## config.mk

```make
export PLATFORM = sky130hd
export DESIGN_NAME = decode_queue_flat
export DESIGN_NICKNAME = d
export VERILOG_FILES = /design/src/rtl/decode_queue_if.sv /design/src/rtl/decode_queue.sv /design/src/flat_wrapper.sv
export SDC_FILE = /design/constraint.sdc
export NUM_CORES = 1
export LEC_CHECK = 0
export ABC_AREA = 1
export BUFFER_PORTS_ARGS = -buffer_cell sky130_fd_sc_hd__clkbuf_2
export CAP_MARGIN = 20
export CORE_ASPECT_RATIO = 0.6
export CORE_UTILIZATION = 55
export DETAILED_ROUTE_END_ITERATION = 10
export HOLD_SLACK_MARGIN = 0.06
export PLACE_DENSITY = 0.82
export SLEW_MARGIN = 20
export SYNTH_ARGS = -nofsm -noshare
export SYNTH_HDL_FRONTEND = slang
export SYNTH_SLANG_ARGS = --single-unit
```

## constraint.sdc

```tcl
create_clock -name clk -period 2.42 [get_ports clk]
set_clock_uncertainty 0.15 [all_clocks]
set_input_delay 0.363 -clock clk [delete_from_list [all_inputs] [get_ports clk]]
set_output_delay 0.363 -clock clk [all_outputs]
set_load 0.01 [all_outputs]
```

## src/rtl/decode_queue_if.sv

```systemverilog
// Handshake bundle between the fetch side, the decode queue and the execute stage.
// The master modport is the environment (upstream producer plus downstream consumer).
interface decode_queue_if #(
    parameter int XLEN  = 32,
    parameter int DEPTH = 2
);
    localparam int CW = $clog2(DEPTH + 1);

    logic            in_valid;
    logic            in_ready;
    logic [31:0]     in_inst;
    logic [XLEN-1:0] in_pc;

    logic            out_valid;
    logic            out_ready;
    logic [4:0]      out_opcode;
    logic [2:0]      out_func3;
    logic            out_func7;
    logic            out_func7_mul;
    logic [4:0]      out_rs1;
    logic [4:0]      out_rs2;
    logic [4:0]      out_rd;
    logic [XLEN-1:0] out_imm;
    logic [XLEN-1:0] out_pc;
    logic            out_rs1_en;
    logic            out_rs2_en;
    logic            out_rd_we;
    logic            out_illegal;
    logic [CW-1:0]   out_count;

    modport master (
        output in_valid, in_inst, in_pc, out_ready,
        input  in_ready, out_valid, out_opcode, out_func3, out_func7, out_func7_mul,
               out_rs1, out_rs2, out_rd, out_imm, out_pc, out_rs1_en, out_rs2_en,
               out_rd_we, out_illegal, out_count
    );

    modport slave (
        input  in_valid, in_inst, in_pc, out_ready,
        output in_ready, out_valid, out_opcode, out_func3, out_func7, out_func7_mul,
               out_rs1, out_rs2, out_rd, out_imm, out_pc, out_rs1_en, out_rs2_en,
               out_rd_we, out_illegal, out_count
    );
endinterface

```

## src/rtl/decode_queue.sv

```systemverilog
// RV32IM decode stage: instructions are decoded on acceptance and held in a
// DEPTH-entry FIFO of decoded bundles; the head bundle drives the execute side.
module decode_queue #(
    parameter int XLEN  = 32,
    parameter int DEPTH = 2
) (
    input  logic           clk,
    input  logic           rst_n,
    input  logic           flush,
    decode_queue_if.slave  bus
);
    localparam int CW = $clog2(DEPTH + 1);
    localparam int PW = (DEPTH > 1) ? $clog2(DEPTH) : 1;

    localparam logic [4:0] OP_LOAD   = 5'b00000;
    localparam logic [4:0] OP_MISC   = 5'b00011;
    localparam logic [4:0] OP_IMM    = 5'b00100;
    localparam logic [4:0] OP_AUIPC  = 5'b00101;
    localparam logic [4:0] OP_STORE  = 5'b01000;
    localparam logic [4:0] OP_OP     = 5'b01100;
    localparam logic [4:0] OP_LUI    = 5'b01101;
    localparam logic [4:0] OP_BRANCH = 5'b11000;
    localparam logic [4:0] OP_JALR   = 5'b11001;
    localparam logic [4:0] OP_JAL    = 5'b11011;
    localparam logic [4:0] OP_SYSTEM = 5'b11100;

    typedef struct packed {
        logic [4:0]      opcode;
        logic [2:0]      func3;
        logic            func7;
        logic            func7_mul;
        logic [4:0]      rs1;
        logic [4:0]      rs2;
        logic [4:0]      rd;
        logic [XLEN-1:0] imm;
        logic [XLEN-1:0] pc;
        logic            rs1_en;
        logic            rs2_en;
        logic            rd_we;
        logic            illegal;
    } bundle_t;

    bundle_t         r_mem [DEPTH];
    logic [PW-1:0]   r_wr_ptr;
    logic [PW-1:0]   r_rd_ptr;
    logic [CW-1:0]   r_count;

    logic [31:0]     w_inst;
    logic [4:0]      w_opc;
    logic [XLEN-1:0] w_imm_i;
    logic [XLEN-1:0] w_imm_s;
    logic [XLEN-1:0] w_imm_b;
    logic [XLEN-1:0] w_imm_u;
    logic [XLEN-1:0] w_imm_j;
    logic [XLEN-1:0] w_imm;
    logic            w_legal;
    logic            w_rs1_en;
    logic            w_rs2_en;
    logic            w_rd_we;
    bundle_t         w_dec;
    bundle_t         w_head;
    logic            w_push;
    logic            w_pop;
    logic [PW-1:0]   w_wr_ptr_nxt;
    logic [PW-1:0]   w_rd_ptr_nxt;

    assign w_inst = bus.in_inst;
    assign w_opc  = w_inst[6:2];

    // Signed size casts sign-extend from inst[31] to whatever XLEN is.
    assign w_imm_i = XLEN'($signed(w_inst[31:20]));
    assign w_imm_s = XLEN'($signed({w_inst[31:25], w_inst[11:7]}));
    assign w_imm_b = XLEN'($signed({w_inst[31], w_inst[7], w_inst[30:25], w_inst[11:8], 1'b0}));
    assign w_imm_u = XLEN'($signed({w_inst[31:12], 12'b0}));
    assign w_imm_j = XLEN'($signed({w_inst[31], w_inst[19:12], w_inst[20], w_inst[30:21], 1'b0}));

    always_comb begin
        w_legal  = 1'b0;
        w_imm    = '0;
        w_rs1_en = 1'b0;
        w_rs2_en = 1'b0;
        w_rd_we  = 1'b0;
        case (w_opc)
            OP_LOAD, OP_MISC, OP_IMM, OP_JALR, OP_SYSTEM: begin
                w_legal  = 1'b1;
                w_imm    = w_imm_i;
                w_rs1_en = 1'b1;
                w_rd_we  = (w_opc != OP_MISC);
            end
            OP_STORE: begin
                w_legal  = 1'b1;
                w_imm    = w_imm_s;
                w_rs1_en = 1'b1;
                w_rs2_en = 1'b1;
            end
            OP_BRANCH: begin
                w_legal  = 1'b1;
                w_imm    = w_imm_b;
                w_rs1_en = 1'b1;
                w_rs2_en = 1'b1;
            end
            OP_LUI, OP_AUIPC: begin
                w_legal  = 1'b1;
                w_imm    = w_imm_u;
                w_rd_we  = 1'b1;
            end
            OP_JAL: begin
                w_legal  = 1'b1;
                w_imm    = w_imm_j;
                w_rd_we  = 1'b1;
            end
            OP_OP: begin
                w_legal  = 1'b1;
                w_rs1_en = 1'b1;
                w_rs2_en = 1'b1;
                w_rd_we  = 1'b1;
            end
            default: w_legal = 1'b0;
        endcase
        if (w_inst[1:0] != 2'b11) begin
            w_legal = 1'b0;
        end
    end

    // Raw fields pass through for every entry; only the derived ones are gated by legality.
    always_comb begin
        w_dec           = '0;
        w_dec.opcode    = w_opc;
        w_dec.func3     = w_inst[14:12];
        w_dec.func7     = w_inst[30];
        w_dec.func7_mul = (w_opc == OP_OP) ? w_inst[25] : 1'b0;
        w_dec.rs1       = w_inst[19:15];
        w_dec.rs2       = w_inst[24:20];
        w_dec.rd        = w_inst[11:7];
        w_dec.imm       = w_legal ? w_imm : '0;
        w_dec.pc        = bus.in_pc;
        w_dec.rs1_en    = w_legal & w_rs1_en;
        w_dec.rs2_en    = w_legal & w_rs2_en;
        w_dec.rd_we     = w_legal & w_rd_we & (w_inst[11:7] != 5'd0);
        w_dec.illegal   = ~w_legal;
    end

    assign bus.in_ready  = (r_count < CW'(DEPTH));
    assign bus.out_valid = (r_count != '0);
    assign bus.out_count = r_count;

    assign w_push = bus.in_valid & bus.in_ready & ~flush;
    assign w_pop  = bus.out_valid & bus.out_ready & ~flush;

    assign w_wr_ptr_nxt = (r_wr_ptr == PW'(DEPTH - 1)) ? '0 : r_wr_ptr + 1'b1;
    assign w_rd_ptr_nxt = (r_rd_ptr == PW'(DEPTH - 1)) ? '0 : r_rd_ptr + 1'b1;

    always_ff @(posedge clk or negedge rst_n) begin
        if (!rst_n) begin
            r_wr_ptr <= '0;
            r_rd_ptr <= '0;
            r_count  <= '0;
            for (int i = 0; i < DEPTH; i++) begin
                r_mem[i] <= '0;
            end
        end else if (flush) begin
            r_wr_ptr <= '0;
            r_rd_ptr <= '0;
            r_count  <= '0;
        end else begin
            if (w_push) begin
                r_mem[r_wr_ptr] <= w_dec;
                r_wr_ptr        <= w_wr_ptr_nxt;
            end
            if (w_pop) begin
                r_rd_ptr <= w_rd_ptr_nxt;
            end
            case ({w_push, w_pop})
                2'b10:   r_count <= r_count + 1'b1;
                2'b01:   r_count <= r_count - 1'b1;
                default: r_count <= r_count;
            endcase
        end
    end

    assign w_head = r_mem[r_rd_ptr];

    assign bus.out_opcode    = w_head.opcode;
    assign bus.out_func3     = w_head.func3;
    assign bus.out_func7     = w_head.func7;
    assign bus.out_func7_mul = w_head.func7_mul;
    assign bus.out_rs1       = w_head.rs1;
    assign bus.out_rs2       = w_head.rs2;
    assign bus.out_rd        = w_head.rd;
    assign bus.out_imm       = w_head.imm;
    assign bus.out_pc        = w_head.pc;
    assign bus.out_rs1_en    = w_head.rs1_en;
    assign bus.out_rs2_en    = w_head.rs2_en;
    assign bus.out_rd_we     = w_head.rd_we;
    assign bus.out_illegal   = w_head.illegal;
endmodule

```

## src/flat_wrapper.sv

```systemverilog
// flat-port wrapper written by rule: the top's interface ports become plain ports
module decode_queue_flat 
#(
    parameter int XLEN  = 32,
    parameter int DEPTH = 2
)
  (clk, rst_n, flush, bus_in_valid, bus_in_inst, bus_in_pc, bus_out_ready, bus_in_ready, bus_out_valid, bus_out_opcode, bus_out_func3, bus_out_func7, bus_out_func7_mul, bus_out_rs1, bus_out_rs2, bus_out_rd, bus_out_imm, bus_out_pc, bus_out_rs1_en, bus_out_rs2_en, bus_out_rd_we, bus_out_illegal, bus_out_count);
  decode_queue_if #(.XLEN(XLEN), .DEPTH(DEPTH)) bus_i ();
  input  logic clk;
  input  logic rst_n;
  input  logic flush;
  input wire logic [$bits(bus_i.in_valid)-1:0] bus_in_valid;
  input wire logic [$bits(bus_i.in_inst)-1:0] bus_in_inst;
  input wire logic [$bits(bus_i.in_pc)-1:0] bus_in_pc;
  input wire logic [$bits(bus_i.out_ready)-1:0] bus_out_ready;
  output wire logic [$bits(bus_i.in_ready)-1:0] bus_in_ready;
  output wire logic [$bits(bus_i.out_valid)-1:0] bus_out_valid;
  output wire logic [$bits(bus_i.out_opcode)-1:0] bus_out_opcode;
  output wire logic [$bits(bus_i.out_func3)-1:0] bus_out_func3;
  output wire logic [$bits(bus_i.out_func7)-1:0] bus_out_func7;
  output wire logic [$bits(bus_i.out_func7_mul)-1:0] bus_out_func7_mul;
  output wire logic [$bits(bus_i.out_rs1)-1:0] bus_out_rs1;
  output wire logic [$bits(bus_i.out_rs2)-1:0] bus_out_rs2;
  output wire logic [$bits(bus_i.out_rd)-1:0] bus_out_rd;
  output wire logic [$bits(bus_i.out_imm)-1:0] bus_out_imm;
  output wire logic [$bits(bus_i.out_pc)-1:0] bus_out_pc;
  output wire logic [$bits(bus_i.out_rs1_en)-1:0] bus_out_rs1_en;
  output wire logic [$bits(bus_i.out_rs2_en)-1:0] bus_out_rs2_en;
  output wire logic [$bits(bus_i.out_rd_we)-1:0] bus_out_rd_we;
  output wire logic [$bits(bus_i.out_illegal)-1:0] bus_out_illegal;
  output wire logic [$bits(bus_i.out_count)-1:0] bus_out_count;
  assign bus_i.in_valid = bus_in_valid;
  assign bus_i.in_inst = bus_in_inst;
  assign bus_i.in_pc = bus_in_pc;
  assign bus_i.out_ready = bus_out_ready;
  assign bus_in_ready = bus_i.in_ready;
  assign bus_out_valid = bus_i.out_valid;
  assign bus_out_opcode = bus_i.out_opcode;
  assign bus_out_func3 = bus_i.out_func3;
  assign bus_out_func7 = bus_i.out_func7;
  assign bus_out_func7_mul = bus_i.out_func7_mul;
  assign bus_out_rs1 = bus_i.out_rs1;
  assign bus_out_rs2 = bus_i.out_rs2;
  assign bus_out_rd = bus_i.out_rd;
  assign bus_out_imm = bus_i.out_imm;
  assign bus_out_pc = bus_i.out_pc;
  assign bus_out_rs1_en = bus_i.out_rs1_en;
  assign bus_out_rs2_en = bus_i.out_rs2_en;
  assign bus_out_rd_we = bus_i.out_rd_we;
  assign bus_out_illegal = bus_i.out_illegal;
  assign bus_out_count = bus_i.out_count;
  decode_queue #(.XLEN(XLEN), .DEPTH(DEPTH)) u_core (.clk(clk), .rst_n(rst_n), .flush(flush), .bus(bus_i));
endmodule
```

==> results.tsv <==
metric	value	unit
DIE WIDTH	168	um
clock transition at the registers of the reported paths	70	ps
worst setup path endpoint	bus_out_rs2[4]	
register area share after synthesis	52.4	%
P_leak	6.44	nW
Total Power	11.3	mW
YS warnings	0	
layout cell share with drive strength beyond 1	16.8	%
via count	8683	
Cell Area, Placed	0.0102	sq mm
CP endpoint kind	primary output	
GPL Wtd Cong	0.936	
Post-Syn Instances	1236	
TritonCTS Buffers	17	
r2r setup slk	540	ps
Area Overhead vs Synth	22.4	%
Worst R2R End	u_core.r_mem[15]	
crit path max-delay cell type	dfrtp_4	
VDD IR-drop max	613	uV
Die H	101	um
worst path required time	1910	ps
row count	35	
DP Cell Count	1555	
Place WS	366	ps
filler instances	1316	
Worst Path Max Fanout	46	
Critical Path AT	1800	ps
outcome	complete, no violations	
I/O Buffers	165	
Final min period	2310	ps
Netlist cell types	24	
Post-Syn Area	0.00907	sq mm
Final nets	1471	
number of DRC markers in iteration 0	981	
Post CTS Setup Buffer Count	0	
worst-skew pair later-pin latency	420	ps
Overflow after GRT	0	
Die ar.	0.0170	sq mm
CP cell instances	inv_2, buf_12, nand2_1, nand2_1, clkbuf_2	
PwrDens	1020	mW/mm^2
setup ws final	105	ps
Syn Area/Cell	7.34	sq um
Final Cycle Share	95.6	%
via-per-instance ratio	5.36	
crit path from	u_core.r_rd_ptr	
Worst path max stage delay	600	ps
most common cell after layout, fill and taps aside	nand2_1	
Hold Crit Class	in2reg	
Seq cells post-synth	190	
RSZ-0062 raised after global routing	no	
clock buffer depth	2	
initial core utilization	57.7	%
DRT Pass-1 Iters	8	
I/O pin count	166	
CTS root buf	clkbuf_16	
setup TNS	0	ps
Hold Path Origin	bus_in_pc[30]	
drt wl/cell	15.4	um
Max Slew Vio Count	0	
global-route wire length before repair	41.1	mm
CP startpoint kind	register	
post-route design area	0.0111	sq mm
initial antenna violation count	2	
Max-Cap Viols	0	
H-tree depth	4	
Detailed Place HPWL	16.6	mm
Slew Limit Headroom	62.0	%
largest net degree at the start of global routing	74	
Routed Antenna Nets	0	
CTS tree	yes	
Crit Reg-Reg Startpoint	u_core.bus.out_count[1]	
final cell count without fillers	1619	
Core ar.	0.0157	sq mm
# setup viols final	0	
Register-to-Register Path Depth	6	
Setup Crit Path Kind	reg2out	
CTS Sinks	190	
Slew @ Worst Pin	570	ps
Mapped Nets	1305	
Critical Path Most Common Cell	nand2_1	
DRT Wirelength	25.0	mm
Final Hold Viols	0	
most frequent cells in the layout	599 x nand2_1, 189 x dfrtp_1, 164 x clkbuf_2, 76 x nand3_1	
all-layer global routing usage	31.2	%
vias in the first global route	8030	
drt drc	0	
fmax	432	MHz
cell usage after synthesis (all sizes together):
| library cell | instances | area, sq um |
|---|---|---|
| nand2 | 601 | 2270 |
| dfrtp | 190 | 4750 |
| o21ai | 127 | 636 |
| inv | 82 | 308 |
| nand3 | 77 | 390 |
| clkbuf | 60 | 225 |
| nor2 | 60 | 243 |
| a21oi | 17 | 88.8 |
| buf | 14 | 97.6 |
| a22oi | 4 | 30.0 |
| nand4 | 1 | 6.26 |
| nor3 | 1 | 5.00 |
| o211ai | 1 | 7.51 |
| xor2 | 1 | 8.76 |
metrics by stage:
stage | hold WS, ps | utilization (%)
2_1_floorplan | -82.6 | -
3_3_place_gp | 229 | 64.6
3_5_place_dp | 227 | 64.6
4_1_cts | 67.2 | 70.5
5_1_grt | 82.9 | 70.5
6_report | 70.6 | 70.6
flip-flops by register name, indices dropped and copies added (netlist names):
signal                count
u_core.bus.out_count      2
u_core.r_mem            186
u_core.r_rd_ptr           1
u_core.r_wr_ptr           1
timing repair:
action | 4_1_cts | 5_1_grt
hold buffers | 31 | 0
resized for setup | 0 | 1
endpoints found under the setup margin | 0 | 7
endpoints found under the hold margin | 107 | 0
critical path: cells and delay by family, from the launching register on:
family                 cells  cell delay [ps]
DFF                        1              600
and+or+nand+nor            2              210
buffers and inverters      3              540
final cells by class:
class	instances	area [sq um]	share of cell area, %
clock buffers	20	447	4.03
repair buffers	221	1460	13.2
well taps	203	254	2.29
multi-input cells	890	3680	33.2
flip-flops and latches	190	4760	42.9
clock inverters	12	176	1.59
inverters	82	313	2.82
diodes	1	2.50	0.0226
logic make-up after synthesis:
group                  share of synthesized area (%)
buffers and inverters                           6.96
AND/OR/NAND/NOR                                 32.1
flip-flops                                      52.4
AO/OA/AOI/OAI                                   8.40
XOR/XNOR                                      0.0966
power by group:
part	leakage (nW)	switching, mW	internal, mW
Combinational	3.67	2.21	1.35
Clock	0.299	1.28	1.69
Sequential	2.47	0.576	4.18
metal layers:
metal / global-route usage, % / part of all wire (%) / up-vias / wire length, um
li1: - / - / 4168 / -
met1: 45.5 / 45 / 4036 / 11200
met2: 46.4 / 42 / 444 / 10600
met3: 6.99 / 11 / 35 / 2700
met4: 10.7 / 1.7 / 0 / 417
met5: 0 / 0 / - / 0
worst min-delay path by stage:
stage / end / depth (start not counted)
final: u_core.r_mem[34] / 3
after floorplan: u_core.bus.out_count[0] / 0
after CTS: u_core.r_mem[34] / 3
after global placement: u_core.r_mem[119] / 1
after detailed placement: u_core.r_mem[119] / 1
after global routing: u_core.r_mem[82] / 3
(Power assumes the default switching activity.)
